[src/rtl/pe_dot_accum_ctrl.sv]
// PE dot-product sequencing controller: gates chunk issue into the adder
// tree, tracks in-flight chunks and accumulates returning tree sums.
module pe_dot_accum_ctrl #(
  parameter int DOT_OUTPUT_WIDTH = 20,
  parameter int ACC_WIDTH        = 32,
  parameter int TREE_LATENCY     = 4,
  parameter int CHUNK_WIDTH      = 8
) (
  input  logic                               clock,
  input  logic                               reset,
  input  logic                               cmd_valid,
  output logic                               cmd_ready,
  input  logic [CHUNK_WIDTH-1:0]             cmd_chunks,
  input  logic                               in_valid,
  output logic                               in_ready,
  output logic                               issue,
  input  logic signed [DOT_OUTPUT_WIDTH-1:0] tree_result,
  output logic                               out_valid,
  input  logic                               out_ready,
  output logic signed [ACC_WIDTH-1:0]        out_result,
  output logic                               out_overflow,
  output logic                               busy
);

  typedef enum logic [1:0] {
    IDLE,
    RUN,
    DRAIN,
    DONE
  } state_t;

  localparam logic [CHUNK_WIDTH-1:0] ONE = CHUNK_WIDTH'(1);

  state_t state;
  state_t state_n;

  logic [CHUNK_WIDTH-1:0]  chunks;
  logic [CHUNK_WIDTH-1:0]  issue_cnt;
  logic [CHUNK_WIDTH-1:0]  ret_cnt;
  logic [TREE_LATENCY-1:0] vpipe;

  logic                        ret;
  logic                        ret_live;
  logic                        last_ret;
  logic                        last_issue;
  logic                        accept;
  logic                        ovf_step;
  logic signed [ACC_WIDTH-1:0] ext;
  logic signed [ACC_WIDTH-1:0] sum;

  assign ret        = vpipe[TREE_LATENCY-1];
  assign ret_live   = ret && ((state == RUN) || (state == DRAIN));
  assign last_ret   = ret_live && ((ret_cnt + ONE) == chunks);
  assign last_issue = in_valid && ((issue_cnt + ONE) == chunks);
  assign accept     = cmd_valid && cmd_ready;
  assign issue      = in_valid && in_ready;
  assign busy       = (state != IDLE);

  assign ext      = ACC_WIDTH'(tree_result);
  assign sum      = out_result + ext;
  assign ovf_step = (out_result[ACC_WIDTH-1] == ext[ACC_WIDTH-1]) &&
                    (sum[ACC_WIDTH-1] != out_result[ACC_WIDTH-1]);

  // State register
  always_ff @(posedge clock or posedge reset) begin
    if (reset) begin
      state <= IDLE;
    end else begin
      state <= state_n;
    end
  end

  // Next state and state-decoded handshake outputs
  always_comb begin
    state_n   = state;
    cmd_ready = 1'b0;
    in_ready  = 1'b0;
    out_valid = 1'b0;
    unique case (state)
      IDLE: begin
        cmd_ready = 1'b1;
        if (cmd_valid) begin
          state_n = (cmd_chunks == '0) ? DONE : RUN;
        end
      end
      RUN: begin
        in_ready = 1'b1;
        if (last_ret) begin
          state_n = DONE;
        end else if (last_issue) begin
          state_n = DRAIN;
        end
      end
      DRAIN: begin
        if (last_ret) begin
          state_n = DONE;
        end
      end
      DONE: begin
        out_valid = 1'b1;
        if (out_ready) begin
          state_n = IDLE;
        end
      end
      default: state_n = IDLE;
    endcase
  end

  // Issue tracking pipe: tail marks a valid tree return this cycle
  always_ff @(posedge clock or posedge reset) begin
    if (reset) begin
      vpipe <= '0;
    end else begin
      vpipe[0] <= issue;
      for (int i = 1; i < TREE_LATENCY; i++) begin
        vpipe[i] <= vpipe[i-1];
      end
    end
  end

  // Job counters, accumulator and sticky overflow
  always_ff @(posedge clock or posedge reset) begin
    if (reset) begin
      chunks       <= '0;
      issue_cnt    <= '0;
      ret_cnt      <= '0;
      out_result   <= '0;
      out_overflow <= 1'b0;
    end else if (accept) begin
      chunks       <= cmd_chunks;
      issue_cnt    <= '0;
      ret_cnt      <= '0;
      out_result   <= '0;
      out_overflow <= 1'b0;
    end else begin
      if (issue) begin
        issue_cnt <= issue_cnt + ONE;
      end
      if (ret_live) begin
        out_result <= sum;
        ret_cnt    <= ret_cnt + ONE;
        if (ovf_step) begin
          out_overflow <= 1'b1;
        end
      end
    end
  end

endmodule

[config.mk]
export PLATFORM = sky130hd
export DESIGN_NAME = pe_dot_accum_ctrl
export DESIGN_NICKNAME = d
export VERILOG_FILES = /design/src/rtl/pe_dot_accum_ctrl.sv
export SDC_FILE = /design/constraint.sdc
export NUM_CORES = 1
export LEC_CHECK = 0
export CORE_UTILIZATION = 65
export CTS_CLUSTER_DIAMETER = 40
export DETAILED_ROUTE_END_ITERATION = 16
export DONT_BUFFER_PORTS = 1
export PLACE_DENSITY_LB_ADDON = 0.08
export RECOVER_POWER = 50
export SLEW_MARGIN = 5
export SYNTH_ARGS = -nofsm -noshare
export SYNTH_HDL_FRONTEND = slang
export SYNTH_SLANG_ARGS = --single-unit
[constraint.sdc]
create_clock -name clock -period 5.5 [get_ports clock]
set_clock_uncertainty 0.05 [all_clocks]
set_input_delay 1.1 -clock clock [delete_from_list [all_inputs] [get_ports clock]]
set_output_delay 1.1 -clock clock [all_outputs]
set_load 0.05 [all_outputs]
# Word-level counts from Yosys, hierarchy flattened
# Index checks and enable logic that the tools add are counted.
# Widths: inputs -> output; s select.
[word_totals]
ff_bits = 63
inputBits = 33
wordCells = 55
[classes]
n_addsub = 3
eq_ne = 11
muxes = 19
reduce_logical = 15
[ops]
columns = ["operator", "count"]
rows = [
  ["$mux 32", 2],
  ["$add 32x20->32", 1],
  ["$mux 8", 4],
  ["$add 8x1->8 const B", 2],
  ["$eq 8x8->1", 2],
  ["$mux 2", 6],
  ["$logic_not 8->1", 1],
  ["$pmux 2 s4", 1],
  ["$reduce_bool 2->1", 4],
  ["$logic_and 1x1->1", 6],
  ["$mux 1", 6],
  ["$ne 2x2->1 const B", 3],
  ["$eq 2x2->1 const B", 2],
  ["$reduce_and 4->1", 1],
  ["$ne 3x3->1 const B", 1],
  ["$eq 2x1->1 const B", 1],
  ["$logic_not 2->1", 1],
  ["$reduce_and 2->1", 1],
  ["$eq 1x1->1", 1],
  ["$logic_or 1x1->1", 1],
  ["$ne 1x1->1", 1],
]

# Depth between registers and ports, before layout
[logic_depth]
word_depth = 6
depth_mapped = 11
depth_no_buf = 11

# Worst setup path after synthesis
# Ideal clock, no wire load.
[synth_path]
path_kind = "input -> register"
start = "in tree_result[13]"
end = "reg out_result[22]"
setup_time_ps = 122
arrival_ps = 3245
t_required_ps = 5328
setup_slack_ps = 2083
path_stages = 10
cell_sequence = "ha_1 -> clkbuf_1 -> a211oi_1 -> o21ai_0 -> or3_1 -> o21ba_2 -> a31oi_2 -> nor2b_1 -> or4_1 -> o2111a_1"
[synth_via]
elab_chain_len = 3
[synth_rtl]
columns = ["item", "line", "source"]
rows = [
  ["from (decl)", "17", "input logic signed [DOT_OUTPUT_WIDTH-1:0] tree_result,"],
  ["$add 32x20->32", "60", "assign sum = out_result + ext;"],
  ["$mux 32", "139", "if (ret_live) begin"],
  ["$mux 32", "129", "end else if (accept) begin"],
  ["to (signal assigned)", "140", "out_result <= sum;"],
  ["to (decl)", "20", "output logic signed [ACC_WIDTH-1:0] out_result,"],
]
# Every way passes these cells. The select of a mux whose other input is x is not followed.
# A chain may end at the register's enable or synchronous reset.

# Final worst setup path
[layout_path]
start = "in tree_result[11]"
end = "reg out_result[29]"
# Same word-level chain as after synthesis.

==> impl_metrics.csv <==
group,metric,value,unit
outcome,status,"completed",
critical_path,criticalPathCategory,"input port to flop",
detailed_routing,met2_length,5.16,mm
global_route,global_route_wire_length_before_repair,17.7,mm
detailed_routing,dr_total_vias,4197,
yosys,most_used_dff_post_synth,"sky130_fd_sc_hd__dfrtp_1",
global_route,largest_net_degree_at_the_start_of_global_routing,64,
worst_hold_path,worst_hold_path_type,"flop to flop",
power,p_per_area,571,nW/um2
finish,design.final.nets,639,
clock_tree,cts_tree,"done",
floorplanning,die_y,87.8,um
critical_path,crit_path_cell_trace,"ha_1 -> nand4_1 -> nor2b_1 -> o311ai_0 -> a2111oi_0 -> or2_2 -> nand4_1 -> and3_1 -> a211oi_1",
clock_tree,post_cts_hold_buffer_count,0,
detailed_routing,ant_nets,0,
yosys,syn-cell-area,4780,um2
yosys,synthesis.nets,646,
critical_path,crit_fanout,8,
yosys,seq_area_frac_synth,33.0,%
critical_path,worstSetupStartpointType,"input port",
critical_path,worst_setup_path_startpoint,"tree_result[11]",
clock_tree,cts_resized,0,
yosys,netlist.top_cell.by_area,"sky130_fd_sc_hd__dfrtp_1",
detailed_routing,drt_pass1_iterations,8,
floorplanning,floorplan.die.width,87.8,um
yosys,number_of_enable_type_register_cells_in_the_synthesized_netlist,0,
power,total_leakage_power,0.00225,uW
yosys,netlist_top_cells_area,"sky130_fd_sc_hd__dfrtp_1 33%, sky130_fd_sc_hd__ha_1 9.7%, sky130_fd_sc_hd__nand2_1 6.6%, sky130_fd_sc_hd__xnor2_1 5.7%, sky130_fd_sc_hd__a21oi_1 5.0%",
critical_path,worstSetupEndpoint,"out_result[29]$_DFFE_PP0P_",
detailed_routing,highest-signal-layer,"met4",
critical_path,rr_worst_depth,11,
placement,hpwl,7.76,mm
critical_path,worst_r2r_startpoint,"out_result[0]$_DFFE_PP0P_",
critical_path,cp_slowest_cell,"sky130_fd_sc_hd__a2111oi_0",
critical_path,crit_arrival,3.60,ns
detailed_routing,detailroute.wirelength.met3,566,um
yosys,synth.avg_cell_area,8.32,um2
clock_tree,post-cts-setup-buffer-count,0,
finish,final_cell_mix,"84 x sky130_fd_sc_hd__nand2_1, 63 x sky130_fd_sc_hd__dfrtp_1, 52 x sky130_fd_sc_hd__nor2_1, 48 x sky130_fd_sc_hd__a21oi_1, 37 x sky130_fd_sc_hd__ha_1",
clock_tree,clock_latency,0.34,ns
timing,fmax,294,MHz
critical_path,cell_family_with_most_cp_delay,"compound AO/OA/AOI/OAI gates",
timing,hold_violations,0,
critical_path,crit_required,5.70,ns
global_route,grt_pass1_vias,3914,
timing,final_setup_tns,0,ns
clock_tree,count_of_h_tree_levels_built_during_cts,3,
floorplanning,io_pins,71,
timing,grt_setup_unrepaired,"false",
yosys,ys.warnings.count,0,
finish,final_design_area_no_fill,5080,um2
floorplanning,core_area,6940,um2
timing,period_minus_slack,3.40,ns
yosys,synth.top_cell.area_share,33.0,%
detailed_routing,first_iter_violations,340,
clock_tree,path_clk_slew,0.07,ns
finish,syn2layout_area_growth,6.23,%
clock_tree,clock_sink_count,63,
yosys,synth_cell_types,63,
placement,placed_area,4860,um2
run,max_cap_violations,0,
timing,setup_viol_count_final,0,
global_route,global_route.usage.total,29.5,%
placement,gp_congestion,0.948,
critical_path,worst_case_register_to_register_setup_slack,2.13,ns
clock_tree,cell_at_the_root_of_the_clock_tree,"sky130_fd_sc_hd__clkbuf_8",
clock_tree,cts-buffers-inserted,9,
yosys,synthCells,575,
detailed_routing,wirelength,11.0,mm
timing,relSlewSlack,46.9,%
clock_tree,clk_path_buf_depth,2,
detailed_routing,drc,0,
power,vdd_drop_max,0.293,mV
global_route,antenna_found_initial,0,
timing,finalMaxSlewViolations,0,
floorplanning,dieArea,7710,um2
finish,drive_gt1_share,5.93,%
placement,numPortBuffers,0,
critical_path,path_depth,9,
finish,filler_cell_count,522,
detailed_routing,post_drt_via_cell_ratio,6.27,
detailed_routing,wl_per_cell,16.4,um
detailed_routing,met1_wire_length,5.00,mm
critical_path,cpPeakStageDelay,0.77,ns
floorplanning,site_row_count,30,
yosys,synth_async_sr_flop_share,100,%
critical_path,worst_setup_path_end_kind,"flop",
finish,final_core_util,73.2,%
global_route,gr-total-overflow,0,
timing,timing_worst_slew_pin_value,0.777,ns
yosys,synth.ff_latch_count,63,
timing,timing.final.crit_share,61.9,%
critical_path,critPathBufInv,0,
critical_path,cp_common_cell,"sky130_fd_sc_hd__nand4_1",
finish,insertedDiodeCount,0,
floorplanning,initial_utilization,68.9,%
finish,mostFrequentLayoutCell,"sky130_fd_sc_hd__nand2_1",
critical_path,r2r_end,"out_result[28]$_DFFE_PP0P_",
[cell usage after synthesis (all sizes together) (12+ instances only)]
cell type and number:
nand2 84, a21o 13, o21ai 29, a211oi 12, a21oi 49, nor2 53, dfrtp 63, ha 37
nand3 16, clkbuf 19, xnor2 31, inv 17, xor2 14, nor3 17
[per-stage QoR]
step	power (uW)	setup WS (ns)	hold slack (ns)	std cells
final	2900	2.10	0.302	669
after global placement	2390	1.92	0.283	653
after global routing	3090	1.92	0.308	669
after floorplan	2160	2.08	0.281	575
after CTS	2900	2.15	0.307	669
after detailed placement	2430	1.84	0.290	653
[registers in the layout, summed over array words and instances (netlist names)]
name          flops
chunks            8
issue_cnt         8
out_overflow      1
out_result       32
ret_cnt           8
state             2
vpipe             4
[logic make-up (layout without fill, tap and decap cells)]
logic type / Yosys count / count (layout) / share of synthesized area (%)
buffers and inverters: 40 / 38 / 3.14
AND/OR/NAND/NOR: 224 / 224 / 22.1
flip-flops: 63 / 63 / 33.0
multiplexers: 5 / 5 / 1.07
XOR/XNOR: 45 / 45 / 8.24
adder cells (fa/ha/maj): 38 / 38 / 10.1
AO/OA/AOI/OAI: 160 / 160 / 22.4
[report_power, final]
group / leakage, uW / switching (uW) / internal [uW]
Sequential: 0.000830 / 488 / 610
Combinational: 0.00131 / 799 / 551
Clock: 0.000110 / 188 / 268
Total: 0.00225 / 1470 / 1430
[worst min path at each step]
stage / startpoint / end / cells past startpoint
floorplan: vpipe[0]$_DFF_PP0_ / vpipe[1]$_DFF_PP0_ / 0
global placement: vpipe[2]$_DFF_PP0_ / vpipe[3]$_DFF_PP0_ / 0
detailed placement: vpipe[1]$_DFF_PP0_ / vpipe[2]$_DFF_PP0_ / 0
global route: vpipe[2]$_DFF_PP0_ / vpipe[3]$_DFF_PP0_ / 0
finish: vpipe[2]$_DFF_PP0_ / vpipe[3]$_DFF_PP0_ / 0
CTS: vpipe[2]$_DFF_PP0_ / vpipe[3]$_DFF_PP0_ / 0
[metal layers]
layer | track usage (%) | vias up
li1 | - | 2064
met1 | 37.4 | 1971
met2 | 49.0 | 139
met3 | 5.00 | 23
met4 | 14.0 | 0
met5 | 0 | -
[cell type report]
| type | count | area [um2] | share of cell area [%] |
|---|---|---|---|
| clock buffer | 11 | 141 | 2.78 |
| clock inverter | 5 | 81.3 | 1.60 |
| inverter | 18 | 67.6 | 1.33 |
| multi-input combinational | 472 | 3060 | 60.3 |
| sequential | 63 | 1580 | 31.0 |
| tap | 96 | 120 | 2.36 |
| timing repair buffer | 4 | 30.0 | 0.591 |
Note: power is estimated with default switching activity, not from simulation.
